===== src/rtl/interl_ctrl.sv =====
// interl_ctrl: ping-pong block-interleaver controller.
//
// Drives an external 1-bit RAM with a single write port and an
// asynchronous read port. The RAM is split into two banks of
// 2**(ADDR_WIDTH-1) bits each. Serial input bits are written row-major
// into the current write bank. A bank that holds a complete block is read
// column-major and streamed out through a valid/ready register stage.
//
// The RAM writes on every clock edge. On cycles with no accepted input,
// the write address is parked at the top RAM location (PARK). Because a
// block is smaller than a bank, PARK never holds data.
//
// Ports:
//   clk, rst          clock and synchronous active-high reset
//   in_valid, in_bit  serial input bit with its valid strobe
//   in_ready          input accepted when in_valid && in_ready
//   out_valid/out_bit/out_last/out_ready
//                     interleaved output stream; out_last marks the
//                     final bit of a block
//   wr_ram_counter    RAM write address
//   ram_bit_data      RAM write data
//   r_ram_counter     RAM read address
//   ram_read_data     asynchronous RAM read data at r_ram_counter
//   bank_full         per-bank "complete unread block" flags
module interl_ctrl #(
  parameter int ADDR_WIDTH = 14,
  parameter int ROWS       = 64,
  parameter int COLS       = 120
) (
  input  logic                  clk,
  input  logic                  rst,
  input  logic                  in_valid,
  input  logic                  in_bit,
  output logic                  in_ready,
  output logic                  out_valid,
  output logic                  out_bit,
  output logic                  out_last,
  input  logic                  out_ready,
  output logic [ADDR_WIDTH-1:0] wr_ram_counter,
  output logic                  ram_bit_data,
  output logic [ADDR_WIDTH-1:0] r_ram_counter,
  input  logic                  ram_read_data,
  output logic [1:0]            bank_full
);

  localparam int OW   = ADDR_WIDTH - 1;
  localparam int N    = ROWS * COLS;
  localparam int BANK = 2 ** OW;
  localparam int RW   = (ROWS > 1) ? $clog2(ROWS) : 1;
  localparam int CW   = (COLS > 1) ? $clog2(COLS) : 1;

  localparam logic [ADDR_WIDTH-1:0] PARK      = '1;
  localparam logic [OW-1:0]         LAST_WR   = OW'(N - 1);
  localparam logic [RW-1:0]         LAST_ROW  = RW'(ROWS - 1);
  localparam logic [CW-1:0]         LAST_COL  = CW'(COLS - 1);
  localparam logic [OW-1:0]         COLS_STEP = OW'(COLS);

  // A block must fit in a bank with at least one spare location, so that
  // PARK stays free of data.
  if (N < 2 || N >= BANK) begin : g_size_check
    $fatal(1, "interl_ctrl: ROWS*COLS must satisfy 2 <= N < 2**(ADDR_WIDTH-1)");
  end

  // ---------------------------------------------------------------------
  // State
  // ---------------------------------------------------------------------
  logic          wr_bank, wr_bank_n;
  logic          rd_bank, rd_bank_n;
  logic [1:0]    bank_full_n;
  logic [OW-1:0] wr_cnt, wr_cnt_n;
  logic [RW-1:0] rd_row, rd_row_n;
  logic [CW-1:0] rd_col, rd_col_n;
  logic [OW-1:0] rd_ofs, rd_ofs_n;
  logic          out_valid_n, out_bit_n, out_last_n;

  logic          accept;
  logic          advance;
  logic          rd_last;

  // ---------------------------------------------------------------------
  // State register
  // ---------------------------------------------------------------------
  always_ff @(posedge clk) begin
    if (rst) begin
      wr_bank   <= 1'b0;
      rd_bank   <= 1'b0;
      bank_full <= '0;
      wr_cnt    <= '0;
      rd_row    <= '0;
      rd_col    <= '0;
      rd_ofs    <= '0;
      out_valid <= 1'b0;
      out_bit   <= 1'b0;
      out_last  <= 1'b0;
    end else begin
      wr_bank   <= wr_bank_n;
      rd_bank   <= rd_bank_n;
      bank_full <= bank_full_n;
      wr_cnt    <= wr_cnt_n;
      rd_row    <= rd_row_n;
      rd_col    <= rd_col_n;
      rd_ofs    <= rd_ofs_n;
      out_valid <= out_valid_n;
      out_bit   <= out_bit_n;
      out_last  <= out_last_n;
    end
  end

  // ---------------------------------------------------------------------
  // Next-state logic
  // ---------------------------------------------------------------------
  always_comb begin
    wr_bank_n   = wr_bank;
    rd_bank_n   = rd_bank;
    bank_full_n = bank_full;
    wr_cnt_n    = wr_cnt;
    rd_row_n    = rd_row;
    rd_col_n    = rd_col;
    rd_ofs_n    = rd_ofs;
    out_valid_n = out_valid;
    out_bit_n   = out_bit;
    out_last_n  = out_last;

    rd_last = (rd_row == LAST_ROW) && (rd_col == LAST_COL);
    advance = bank_full[rd_bank] && (!out_valid || out_ready);

    // Write side: fill the current bank row-major. Completing a block
    // marks the bank full and moves on to the other bank.
    if (accept) begin
      if (wr_cnt == LAST_WR) begin
        wr_cnt_n             = '0;
        bank_full_n[wr_bank] = 1'b1;
        wr_bank_n            = ~wr_bank;
      end else begin
        wr_cnt_n = wr_cnt + OW'(1);
      end
    end

    // Read side: walk the full bank column-major. The linear offset
    // row*COLS + col steps by COLS down a column. At the bottom of a
    // column, it restarts at the next column index, so no multiplier is
    // needed. The write side only ever sets the flag of a bank that is
    // empty, and this side only clears the flag of a bank that is full, so
    // both updates to bank_full_n can apply in the same cycle.
    if (advance) begin
      out_bit_n   = ram_read_data;
      out_valid_n = 1'b1;
      out_last_n  = rd_last;
      if (rd_row != LAST_ROW) begin
        rd_row_n = rd_row + RW'(1);
        rd_ofs_n = rd_ofs + COLS_STEP;
      end else if (rd_last) begin
        rd_row_n             = '0;
        rd_col_n             = '0;
        rd_ofs_n             = '0;
        bank_full_n[rd_bank] = 1'b0;
        rd_bank_n            = ~rd_bank;
      end else begin
        rd_row_n = '0;
        rd_col_n = rd_col + CW'(1);
        rd_ofs_n = OW'(rd_col) + OW'(1);
      end
    end else if (out_valid && out_ready) begin
      out_valid_n = 1'b0;
      out_last_n  = 1'b0;
    end
  end

  // ---------------------------------------------------------------------
  // Output / RAM address logic
  // ---------------------------------------------------------------------
  always_comb begin
    in_ready = !rst && !bank_full[wr_bank];
    accept   = in_valid && in_ready;

    // The RAM writes every cycle. Idle writes go to PARK with zero data.
    if (accept) begin
      wr_ram_counter = {wr_bank, wr_cnt};
      ram_bit_data   = in_bit;
    end else begin
      wr_ram_counter = PARK;
      ram_bit_data   = 1'b0;
    end

    r_ram_counter = {rd_bank, rd_ofs};
  end

endmodule

===== config.mk =====
export PLATFORM = sky130hd
export DESIGN_NAME = interl_ctrl
export DESIGN_NICKNAME = d
export VERILOG_FILES = /design/src/rtl/interl_ctrl.sv
export SDC_FILE = /design/constraint.sdc
export NUM_CORES = 1
export LEC_CHECK = 0
export BUFFER_PORTS_ARGS = -buffer_cell sky130_fd_sc_hd__buf_2
export CAP_MARGIN = 10
export CORE_ASPECT_RATIO = 0.75
export CORE_MARGIN = 10
export CORE_UTILIZATION = 52
export DETAILED_ROUTE_END_ITERATION = 10
export GPL_TIMING_DRIVEN = 1
export PLACE_DENSITY_LB_ADDON = 0.15
export SLEW_MARGIN = 20
export SYNTH_ARGS = -nofsm -noshare
export SYNTH_HDL_FRONTEND = slang
export SYNTH_SLANG_ARGS = --single-unit

===== constraint.sdc =====
create_clock -name clk -period 4.5 [get_ports clk]
set_input_delay 0.225 -clock clk [delete_from_list [all_inputs] [get_ports clk]]
set_output_delay 0.225 -clock clk [all_outputs]
set_load 0.05 [all_outputs]

==> results.yml <==
outcome:
  status: "finished clean"
detailed_routing:
  drtPass1Iterations: 4
  drc_errors: 0
  num_vias: 1893
  drtAntennaViolNets: 0
  wirelength_mm: 4.96
  wl_per_cell_um: 13.7
  drt_iter0_drc: 77
  vias_per_cell: 5.23
finish:
  finish.utilization_pct: 62.9
  drive_gt1_share_pct: 17.6
  multi_input_comb_area_um2: 1240
  diodes: 0
  layout.nets: 316
  layout.area.seq_um2: 921
  syn2layout_area_growth_pct: 15.2
  fillers: 379
grt:
  grt_pass1_vias: 1776
  track_usage_pct: 14.1
  gr-total-overflow: 0
  antenna_found_initial: 0
  use_met3_pct: 4.38
  grt_util_met2_pct: 20.1
  busiest_layer: "met2"
  use_met1_pct: 19.2
  grt_max_degree: 35
  grt_pass1_wl_mm: 8.49
die:
  die_w_um: 95.5
  die-area_um2: 7320
  die_h_um: 76.7
  num_rows: 20
  io_pins: 41
  start_util_pct: 54.6
  core_um2: 4080
timing:
  period_needed_ns: 2.41
  slew_headroom_pct: 53.9
  fin_setup_tns_ns: 0
  max_freq_ghz: 0.416
  slew_violations: 0
  hold_viol: 0
  tightest_slew_ns: 0.690
  min_period_over_period_pct: 53.5
  final-setup-viol-count: 0
  rsz0062_at_grt: "false"
  fin_skew_ns: 0.00524
power:
  cellLeakagePower_nw: 0.948
  vdd_drop_max_mv: 0.159
  power_density_nw_per_um2: 301
flow_run:
  drv_cap: 0
clocking:
  postCtsHoldBufs: 0
  cts_buffers: 5
  clock_sinks: 46
  cts.repair.resized: 0
  cts_setup_buffers: 0
  cts_max_level: 2
  clk_latency_ns: 0.31
  cts_tree: "built"
  clkTransAtPathRegs_ns: 0.09
  cts.path.max_buffers: 2
  cts-root-buf: "clkbuf_8"
synthesis:
  synth_ff_type: "dfxtp_1"
  yosysUniqueCellTypes: 46
  synth_fp_nets: 278
  syn_area_per_cell_um2: 8.31
  yosys_warnings: 0
  async_reset_ff_share_pct: 0
  synth_cells: 268
  ys_ff_latch: 46
  synth_edf_count: 0
  syn_area_um2: 2230
  ys_seq_area_share_pct: 41.4
critical_path:
  path_class: "reg -> out"
  worstPathRequired_ns: 4.28
  critPathLaunchType: "flop"
  rrSetupSlack_ns: 2.39
  path_max_fanout: 16
  worstPathArrival_ns: 2.18
  crit_path_end_kind: "output pin"
placed_design:
  io_buffers: 40
  gp_congestion: 0.784
  dp_hpwl_mm: 3.63
worst_hold_path:
  hold_class: "in -> reg"
## path summary, 6_finish.rpt
check,from,endpoint,cells after the start
min reg2reg,rd_ofs[0],rd_ofs[0],2
max,wr_bank,wr_ram_counter[8],5
max reg2reg,wr_bank,wr_cnt[10],5
min,ram_read_data,out_bit,3
## sequential cells by signal, summed over array words and instances, names as in the netlist
register,cells
out_last,1
wr_cnt,13
rd_col,7
out_valid,1
rd_ofs,13
rd_row,6
wr_bank,1
out_bit,1
bank_full,2
rd_bank,1
## critical path, stage by stage, from the launching register on
cell	delay, ns
dfxtp_1	0.42
mux2i_4	0.34
nor2b_1	0.23
and2_1	0.55
nand2b_1	0.10
buf_2	0.23
## routing by layer
layer	up-vias	share of wire (%)
met2	40	43
met3	8	6.5
met1	853	48
met4	0	1.8
li1	992	-
met5	-	0
## area by class of cell
| type | instances | share of cell area, % |
|---|---|---|
| Multi-Input combinational cell | 206 | 48.2 |
| Sequential cell | 46 | 35.9 |
| Timing Repair Buffer | 41 | 8.10 |
| Clock buffer | 5 | 2.68 |
| Tap cell | 55 | 2.68 |
| Clock inverter | 3 | 1.56 |
| Inverter | 6 | 0.878 |
## synth_stat cells, drive strengths merged (3+ instances only)
library cell | number | area (um2)
dfxtp | 46 | 921
nor2 | 42 | 160
nand2 | 28 | 105
a21oi | 14 | 70.1
nand2b | 14 | 87.6
xnor2 | 14 | 123
xor2 | 14 | 123
nand3 | 12 | 60.1
o21ai | 8 | 40.0
nor3 | 7 | 40.0
inv | 6 | 22.5
nand4 | 6 | 37.5
buf | 5 | 27.5
clkbuf | 5 | 18.8
ha | 4 | 50.1
and3 | 3 | 18.8
mux2i | 3 | 42.5
nor2b | 3 | 18.8
nor4 | 3 | 18.8
or2 | 3 | 18.8
or3 | 3 | 18.8
## power by group
group / switching [mW] / internal, mW / total (mW)
logic: 0.0428 / 0.0118 / 0.0546
registers: 0.00136 / 0.408 / 0.409
clock network: 0.145 / 0.164 / 0.308
## cells in the final DEF, fill, tap and decap left out, types with 2 or more instances in the layout
| cell | n |
|---|---|
| nand3b_1 | 2 |
| inv_1 | 6 |
| nand4_1 | 6 |
| or4_1 | 2 |
| buf_2 | 40 |
| clkinv_2 | 2 |
| nand3_1 | 12 |
| nand2b_1 | 14 |
| nor3b_1 | 2 |
| xnor2_1 | 14 |
| a21oi_1 | 14 |
| o21ai_1 | 5 |
| nor2b_1 | 3 |
| o22ai_1 | 2 |
| a22oi_1 | 2 |
| a211oi_1 | 2 |
| dfxtp_1 | 46 |
| o21ai_0 | 3 |
| or2_1 | 2 |
| xor2_1 | 14 |
| or3_1 | 3 |
| clkbuf_8 | 5 |
| nor4_1 | 3 |
| nand2_1 | 28 |
| mux2i_1 | 2 |
| ha_1 | 4 |
| nor2_1 | 41 |
| and3_1 | 3 |
| nor3_1 | 6 |
## kinds of logic (layout without fill, tap and decap cells)
kind of cell	Yosys count	count (layout)	share of synthesized area [%]
XOR/XNOR	28	28	11.0
adder cells (fa/ha/maj)	4	4	2.25
multiplexers	3	3	1.91
AND/OR/NAND/NOR	136	136	30.8
buffers and inverters	16	55	3.09
AO/OA/AOI/OAI	35	35	9.56
flip-flops	46	46	41.4
## per-stage QoR
step | power, mW | setup WS (ns) | cells | hold slack, ns | area [um2]
after global routing | 0.791 | 1.82 | 362 | 0.167 | 2560
final | 0.772 | 2.09 | 362 | 0.158 | 2560
after CTS | 0.779 | 2.08 | 362 | 0.154 | 2560
after detailed placement | 0.474 | 2.30 | 354 | 0.445 | 2460
after floorplan | 0.461 | 1.83 | 268 | 0.361 | 2230
after global placement | 0.474 | 2.35 | 354 | 0.440 | 2460
Power figures use the tool's default switching activity.
